===== src/rtl/bctrl_pkg.sv =====
// Shared types and constants for the branch resolve unit and its predictor table.
// The saturating 2-bit counter step lives here so the table and any checker agree.
package bctrl_pkg;

  localparam logic [2:0] OP_CJMP = 3'b101;

  typedef enum logic [1:0] {
    C_Z  = 2'b00,
    C_NZ = 2'b01,
    C_C  = 2'b10,
    C_NC = 2'b11
  } cond_e;

  typedef enum logic [1:0] {
    PC_INC   = 2'b00,
    PC_TGT   = 2'b01,
    PC_RECOV = 2'b10
  } pcmux_e;

  typedef logic [1:0] ctr2_t;

  typedef enum logic {
    IDLE  = 1'b0,
    FLUSH = 1'b1
  } state_e;

  localparam ctr2_t CTR_INIT = 2'b01;

  function automatic ctr2_t ctr_next(input ctr2_t cur, input logic up);
    ctr2_t nxt;
    if (up) begin
      nxt = (cur == 2'b11) ? cur : cur + 2'b01;
    end else begin
      nxt = (cur == 2'b00) ? cur : cur - 2'b01;
    end
    return nxt;
  endfunction

endpackage


===== src/rtl/bpred_table.sv =====
// 2-bit saturating direction predictor: one async read port, one update port.
// A same-cycle read of the index being updated sees the pre-update value.
module bpred_table
  import bctrl_pkg::*;
#(
  parameter int IDX_W      = 4,
  parameter bit PREDICT_EN = 1'b1
) (
  input  logic             clk,
  input  logic             rst_n,
  input  logic [IDX_W-1:0] rd_idx,
  output logic             rd_taken,
  input  logic             wr_en,
  input  logic [IDX_W-1:0] wr_idx,
  input  logic             wr_taken
);

  localparam int DEPTH = 1 << IDX_W;

  ctr2_t tbl_r [DEPTH];

  // Counter array: weakly not-taken after reset, frozen when prediction is disabled.
  always_ff @(posedge clk or negedge rst_n) begin
    if (!rst_n) begin
      for (int i = 0; i < DEPTH; i++) begin
        tbl_r[i] <= CTR_INIT;
      end
    end else if (wr_en && (PREDICT_EN != 1'b0)) begin
      tbl_r[wr_idx] <= ctr_next(tbl_r[wr_idx], wr_taken);
    end
  end

  assign rd_taken = (PREDICT_EN != 1'b0) ? tbl_r[rd_idx][1] : 1'b0;

endmodule


===== src/rtl/branch_resolve_unit.sv =====
// Resolves conditional jumps on Z/C, drives the fetch PC mux, predicts direction and
// holds flush for FLUSH_CYCLES cycles after each mispredict.
module branch_resolve_unit
  import bctrl_pkg::*;
#(
  parameter int IDX_W        = 4,
  parameter int FLUSH_CYCLES = 2,
  parameter int CNT_W        = 16,
  parameter bit PREDICT_EN   = 1'b1
) (
  input  logic             clk,
  input  logic             rst_n,
  input  logic [IDX_W-1:0] fetch_pc_idx,
  output logic             pred_taken,
  input  logic             res_valid,
  input  logic [4:0]       res_command,
  input  logic [IDX_W-1:0] res_pc_idx,
  input  logic             res_pred_taken,
  input  logic             Zff,
  input  logic             Cff,
  output logic [1:0]       PCmux,
  output logic             flush,
  output logic             stall,
  output logic [CNT_W-1:0] mispredict_cnt
);

  localparam int FC_W = (FLUSH_CYCLES > 1) ? $clog2(FLUSH_CYCLES) : 1;
  localparam logic [FC_W-1:0]  FC_LOAD  = FC_W'(FLUSH_CYCLES - 1);
  localparam logic [FC_W-1:0]  FC_ONE   = FC_W'(1);
  localparam logic [FC_W-1:0]  FC_ZERO  = FC_W'(0);
  localparam logic [CNT_W-1:0] CNT_ONE  = CNT_W'(1);
  localparam logic [CNT_W-1:0] CNT_ZERO = CNT_W'(0);

  logic            is_branch_s;
  logic            taken_s;
  logic            resolve_s;
  logic            mispredict_s;
  pcmux_e          pcmux_s;
  state_e          state_r, state_s;
  logic [FC_W-1:0] fcnt_r, fcnt_s;
  logic            flush_r, flush_s;
  logic [CNT_W-1:0] cnt_r;

  assign is_branch_s  = (res_command[4:2] == OP_CJMP);
  assign resolve_s    = res_valid && is_branch_s && (state_r == IDLE);
  assign mispredict_s = resolve_s && (taken_s != res_pred_taken);

  // Branch condition decode from the low opcode bits.
  always_comb begin
    taken_s = 1'b0;
    case (cond_e'(res_command[1:0]))
      C_Z:     taken_s = Zff;
      C_NZ:    taken_s = !Zff;
      C_C:     taken_s = Cff;
      C_NC:    taken_s = !Cff;
      default: taken_s = 1'b0;
    endcase
  end

  // PC mux select; forced to PC+1 while reset is asserted.
  always_comb begin
    pcmux_s = PC_INC;
    if (rst_n && mispredict_s) begin
      pcmux_s = taken_s ? PC_TGT : PC_RECOV;
    end else begin
      pcmux_s = PC_INC;
    end
  end

  // Flush FSM next state: a mispredict loads the down-counter, zero count exits.
  always_comb begin
    state_s = state_r;
    fcnt_s  = fcnt_r;
    flush_s = flush_r;
    case (state_r)
      IDLE: begin
        if (mispredict_s) begin
          state_s = FLUSH;
          fcnt_s  = FC_LOAD;
          flush_s = 1'b1;
        end else begin
          flush_s = 1'b0;
        end
      end
      FLUSH: begin
        if (fcnt_r == FC_ZERO) begin
          state_s = IDLE;
          flush_s = 1'b0;
        end else begin
          fcnt_s  = fcnt_r - FC_ONE;
          flush_s = 1'b1;
        end
      end
      default: begin
        state_s = IDLE;
        fcnt_s  = FC_ZERO;
        flush_s = 1'b0;
      end
    endcase
  end

  // Flush FSM state, down-counter and registered flush.
  always_ff @(posedge clk or negedge rst_n) begin
    if (!rst_n) begin
      state_r <= IDLE;
      fcnt_r  <= FC_ZERO;
      flush_r <= 1'b0;
    end else begin
      state_r <= state_s;
      fcnt_r  <= fcnt_s;
      flush_r <= flush_s;
    end
  end

  // Saturating mispredict statistics counter.
  always_ff @(posedge clk or negedge rst_n) begin
    if (!rst_n) begin
      cnt_r <= CNT_ZERO;
    end else if (mispredict_s && (cnt_r != {CNT_W{1'b1}})) begin
      cnt_r <= cnt_r + CNT_ONE;
    end
  end

  bpred_table #(
    .IDX_W      (IDX_W),
    .PREDICT_EN (PREDICT_EN)
  ) u_table (
    .clk      (clk),
    .rst_n    (rst_n),
    .rd_idx   (fetch_pc_idx),
    .rd_taken (pred_taken),
    .wr_en    (resolve_s),
    .wr_idx   (res_pc_idx),
    .wr_taken (taken_s)
  );

  assign PCmux          = pcmux_s;
  assign flush          = flush_r;
  assign stall          = flush_r;
  assign mispredict_cnt = cnt_r;

endmodule

===== config.mk =====
export PLATFORM = sky130hd
export DESIGN_NAME = branch_resolve_unit
export DESIGN_NICKNAME = d
export VERILOG_FILES = /design/src/rtl/bctrl_pkg.sv /design/src/rtl/bpred_table.sv /design/src/rtl/branch_resolve_unit.sv
export SDC_FILE = /design/constraint.sdc
export NUM_CORES = 1
export LEC_CHECK = 0
export ABC_AREA = 1
export CORE_ASPECT_RATIO = 1.1
export CORE_MARGIN = 2
export CORE_UTILIZATION = 51
export CTS_CLUSTER_SIZE = 40
export DETAILED_ROUTE_END_ITERATION = 6
export PLACE_DENSITY = 0.74
export SYNTH_ARGS = -nofsm -noshare
export SYNTH_HDL_FRONTEND = slang
export SYNTH_HIERARCHICAL = 1
export SYNTH_SLANG_ARGS = --single-unit

===== constraint.sdc =====
create_clock -name clk -period 3.5 [get_ports clk]
set_input_delay 0.35 -clock clk [delete_from_list [all_inputs] [get_ports clk]]
set_output_delay 0.35 -clock clk [all_outputs]
set_load 0.02 [all_outputs]

* Word-level counts from Yosys, hierarchy flattened
Cells that the tools add are included.
** Word-level totals
- Flip-flop bits (word level) :: 50
- Bits of input ports :: 19
- Output and inout bits :: 21
- Logic and storage cells :: 69
** Cells by class
- Add/subtract/negate cells :: 4
- Order comparisons :: 3
- Equal/unequal tests :: 8
- Multiplexer cells :: 22
- Bitwise gates (word level) :: 3
- Reduce and logical (&&, ||, !) cells :: 10
** Operator list (count)
- 32-bit bitwise mux :: 1
- 2-bit 2-to-1 mux :: 11
- 16-bit by 1-bit adder with 16-bit output (second input constant) :: 1
- 2-bit binary-select mux with 4-bit select :: 2
- 16-bit inequality test (second input constant) :: 1
- 5-bit greater-or-equal comparator (second input constant) :: 2
- 4-bit NOT with 5-bit output :: 2
- 2-bit demux with 4-bit select :: 1
- 2-bit == test (second input constant) :: 3
- 1-bit logical AND :: 6
- 5-bit by 1-bit < comparator with 1-bit output (second input constant) :: 1
- 2-bit logical NOT :: 2
- 1-bit 2-to-1 mux :: 4
- 1-bit case mux with 2 select lines :: 2
- 1-bit case mux with 4 select lines :: 1
- 3-bit == test (second input constant) :: 1
- 2-bit by 1-bit adder with 2-bit output (second input constant) :: 1
- 2-bit by 1-bit == test with 1-bit output (second input constant) :: 1
- 1-bit logical NOT :: 2
- 2-bit inequality test (second input constant) :: 1
- 2-bit by 1-bit subtractor with 2-bit output (second input constant) :: 1
- 1-bit inequality test :: 1
- 1-bit NOT :: 1
- 1-bit subtractor (second input constant) :: 1

* Depth between registers and ports, before layout
- Depth after elaboration :: 9
- Depth in mapped cells :: 16
- Mapped depth without buffers :: 13

* Cells and area by module
The synthesis kept the hierarchy.
** Modules (own cells, without submodules)
- bpred_table :: instances 1, cells an instance 304, area each 1983.2 um2, seq. area each 820.8 um2
- branch_resolve_unit :: instances 1, cells an instance 171, area each 1273.7 um2, seq. area each 450.4 um2

* Least setup slack after synthesis
Ideal clock, no wire load.
- Path kind :: register to register
- Start :: reg flush (netlist name)
- End :: reg u_table/tbl_r[1] in the netlist's numbering
- Library setup time :: 116 ps
- Data arrival time :: 1645 ps
- Required time :: 3384 ps
- Path slack :: 1738 ps
- Cell stages (with the launch flop) :: 11
- Buffers on the path :: 1
- Clock period less this slack :: 1762 ps
- Path through :: dfrtp_1 > inv_1 > nand2_1 > nor3_2 > buf_2 > and3_1 > inv_1 > nor2_1 > inv_1 > nand2_1 > nand2_1
** RTL lines
- to (signal, indexed assignment) :: line bpred_table.sv:29 : tbl_r[wr_idx] <= ctr_next(tbl_r[wr_idx], wr_taken);
- to (decl) :: line bpred_table.sv:20 : ctr2_t tbl_r [DEPTH];

* Worst setup path in the final report
- Start :: in fetch_pc_idx[0]
- End :: out pred_taken
** On the way
- Word-level cells in the longest chain between the ends :: 4
** RTL lines
- from (decl) :: line branch_resolve_unit.sv:13 : input logic [IDX_W-1:0] fetch_pc_idx,
- 4-bit NOT with 5-bit output (implied by the code) :: line bpred_table.sv:33 : assign rd_taken = (PREDICT_EN != 1'b0) ? tbl_r[rd_idx][1] : 1'b0;
- 2-bit binary-select mux with 4-bit select :: line bpred_table.sv:33
- 2-bit 2-to-1 mux (implied by the code) (2 in a row) :: line bpred_table.sv:33
- to (decl) :: line branch_resolve_unit.sv:14 : output logic pred_taken,
No other way between the ends. The select of a mux whose other input is x is not followed.

==> impl_metrics.json <==
{
  "syn_inst": 475,
  "cts_buffers": 5,
  "design_area_um2": 3770,
  "finalHoldViolations": 0,
  "core_area_um2": 6160,
  "worstSetupStartpointType": "primary input",
  "die_x_um": 80.2,
  "ctsHoldBuffers": 0,
  "overflow": 0,
  "crit_chain": "clkdlybuf4s50_1 > o21ai_0 > a21oi_1 > o21ai_0 > o211ai_1 > nand2_1 > clkdlybuf4s50_1",
  "cts_max_level": 2,
  "ys_ff_latch": 50,
  "drtIter0Drc": 206,
  "syn-mean-instance-area_um2": 6.86,
  "antenna_found_initial": 0,
  "dp_slack_ps": 879,
  "setup_viol": 0,
  "status": "complete, no violations",
  "cp-end-kind": "output pin",
  "worstMarginPinSlew_ps": 630,
  "period_needed_ps": 2640,
  "dieArea_um2": 7040,
  "clk_pin_slew_ps": 90,
  "clock_path_buffers": 2,
  "initial_utilization_pct": 52.9,
  "yosysUniqueCellTypes": 33,
  "port_buffers": 39,
  "wl_per_cell_um": 12.9,
  "pwr_density_cell_nw_per_um2": 337,
  "place_hpwl_um": 5550,
  "crit_type": "in -> out",
  "synth_top_area_share_pct": 26.4,
  "setup_tns_ps": 0,
  "utilization_pct": 61.3,
  "syn-num-nets": 495,
  "drv_cap": 0,
  "crit_family": "buffers and inverters",
  "setup_ws_ps": 857,
  "dpl-instance-area_um2": 3660,
  "firstDrtPassIters": 4,
  "n_antenna_cell": 0,
  "dp.cells": 586,
  "rsz0062_at_grt": "false",
  "track_usage_pct": 23.9,
  "power_switching_share_pct": 28.1,
  "synth_top_cell_by_area": "nand2_1",
  "relSlewSlack_pct": 58.0,
  "p_int_mw": 0.914,
  "drt_wl_total_um": 7690,
  "clkLatencyLatePin_ps": 310,
  "drt-vias-per-instance": 5.11,
  "power_mw": 1.27,
  "gp_congestion": 0.845,
  "clock_skew_ps": 9.32,
  "cts_tree": "done",
  "cp_slowest_cell": "clkdlybuf4s50_1",
  "cp.required_ps": 3150,
  "cts_setup_buffers": 0,
  "cts_root_buf": "clkbuf_8",
  "grt_max_degree": 51,
  "grt_pass1_vias": 2993,
  "io_pins": 40,
  "ys_seq_area_share_pct": 39.0,
  "crit_path_max_incr_delay_ps": 750,
  "finalNonFillerCells": 594,
  "p_clk_share_pct": 32.1,
  "rows": 30,
  "syn2layout_area_growth_pct": 15.8,
  "fin_hold_ws_ps": 176,
  "ant_nets": 0,
  "drive_gt1_share_pct": 12.1,
  "cts_num_sinks": 50,
  "yosysWarnings": 6,
  "grt_pass1_wl_um": 13300,
  "finalNetCount": 533,
  "route.detailed.drc": 0,
  "seqPwrFrac_pct": 51.2,
  "layout_commonest_cell": "nand2_1",
  "syn_area_um2": 3260,
  "max_freq_ghz": 0.378,
  "crit_fanout": 12,
  "yosys-top-cells-area": "nand2_1 26%, dfrtp_1 26%, dfstp_2 13%, inv_1 4.7%, nand3_1 4.3%",
  "vdd_drop_max_mv": 0.292,
  "leakagePower_nw": 1.88,
  "drv_slew": 0,
  "cp.arrival_ps": 2290,
  "p_switching_mw": 0.358,
  "mostFrequentLayoutCells": "229 x nand2_1, 41 x inv_1, 38 x clkdlybuf4s50_1, 34 x dfrtp_1, 33 x nor2_1",
  "min_period_over_period_pct": 75.5,
  "combPwrFrac_pct": 16.8,
  "min_path_type": "in -> async",
  "path_buf_inv": 2,
  "cts-resized-gates": 0,
  "die_height_um": 87.8,
  "vias": 3037
}
==> flip-flops by register name, summed over array words and instances (netlist names) <==
register / count
u_table/tbl_r: 32
mispredict_cnt: 16
fcnt_r: 1
flush: 1
==> logic make-up (layout without fill, tap and decap cells) <==
logic type / Yosys count / in the layout / synth area share [%]
fa+ha+maj: 1 / 1 / 0.384
xor+xnor: 10 / 10 / 2.69
buf+inv: 56 / 95 / 8.37
simple gates: 335 / 335 / 45.1
compound gates: 19 / 19 / 3.23
mux: 4 / 4 / 1.23
flops: 50 / 50 / 39.0
==> cell type report <==
cell class	count	area [um2]
Tap cell	80	100
Clock inverter	3	40.0
Inverter	45	171
Clock buffer	5	68.8
Sequential cell	50	1270
Multi-Input combinational cell	369	1710
Timing Repair Buffer	42	408
Fill cell	619	2380
==> cells in the mapped netlist <==
| cell | instances |
|---|---|
| dfstp_2 | 16 |
| buf_2 | 2 |
| nor3_2 | 1 |
| nand3b_1 | 3 |
| nor2_1 | 33 |
| o21ai_1 | 2 |
| mux2i_1 | 4 |
| xor2_1 | 4 |
| nor2_2 | 3 |
| inv_1 | 41 |
| buf_12 | 1 |
| nand3_2 | 1 |
| nor2_4 | 4 |
| o211ai_1 | 3 |
| buf_6 | 4 |
| nand3_4 | 1 |
| nand2_1 | 229 |
| o21ai_0 | 9 |
| nand2_2 | 18 |
| inv_2 | 3 |
| nand3_1 | 28 |
| o21a_1 | 1 |
| buf_4 | 3 |
| dfrtp_1 | 34 |
| inv_4 | 1 |
| buf_1 | 1 |
| nand2_4 | 1 |
| nand4_4 | 1 |
| and3_1 | 1 |
| nand4_1 | 11 |
| xnor2_1 | 6 |
| ha_1 | 1 |
| a21oi_1 | 4 |
==> final timing paths <==
| kind | from | endpoint | slack (ps) | cells after the start |
|---|---|---|---|---|
| max | fetch_pc_idx[0] | pred_taken | 860 | 7 |
| min | rst_n | flush | 180 | 2 |
| max reg2reg | mispredict_cnt[0] | mispredict_cnt[13] | 1720 | 7 |
| min reg2reg | u_table/tbl_r[30] | u_table/tbl_r[30] | 470 | 2 |
| max in group asynchronous | rst_n | u_table/tbl_r[17] | 2900 | 2 |
| min in group clk | u_table/tbl_r[30] | u_table/tbl_r[30] | 470 | 2 |
==> worst register-to-register path: cells and delay by family, from the launching register on <==
kind	cells	cell delay, ps
flops	1	500
buf+inv	1	130
fa+ha+maj	1	290
simple gates	5	820
==> power by group through the flow <==
stage / sequential [mW] / combinational, mW / clock (mW)
finish: 0.651 / 0.213 / 0.408
floorplan: 0.667 / 0.119 / 0
CTS: 0.651 / 0.215 / 0.425
global route: 0.655 / 0.238 / 0.444
global placement: 0.660 / 0.207 / 0
detailed placement: 0.661 / 0.215 / 0
==> per-layer routing <==
metal,track usage [%],up-vias,part of all wire [%]
met5,0,-,0
met4,9.24,0,2.8
li1,-,1547,-
met1,29.8,1386,43
met3,4.02,20,5.0
met2,41.4,84,49
(Power assumes the default switching activity.)
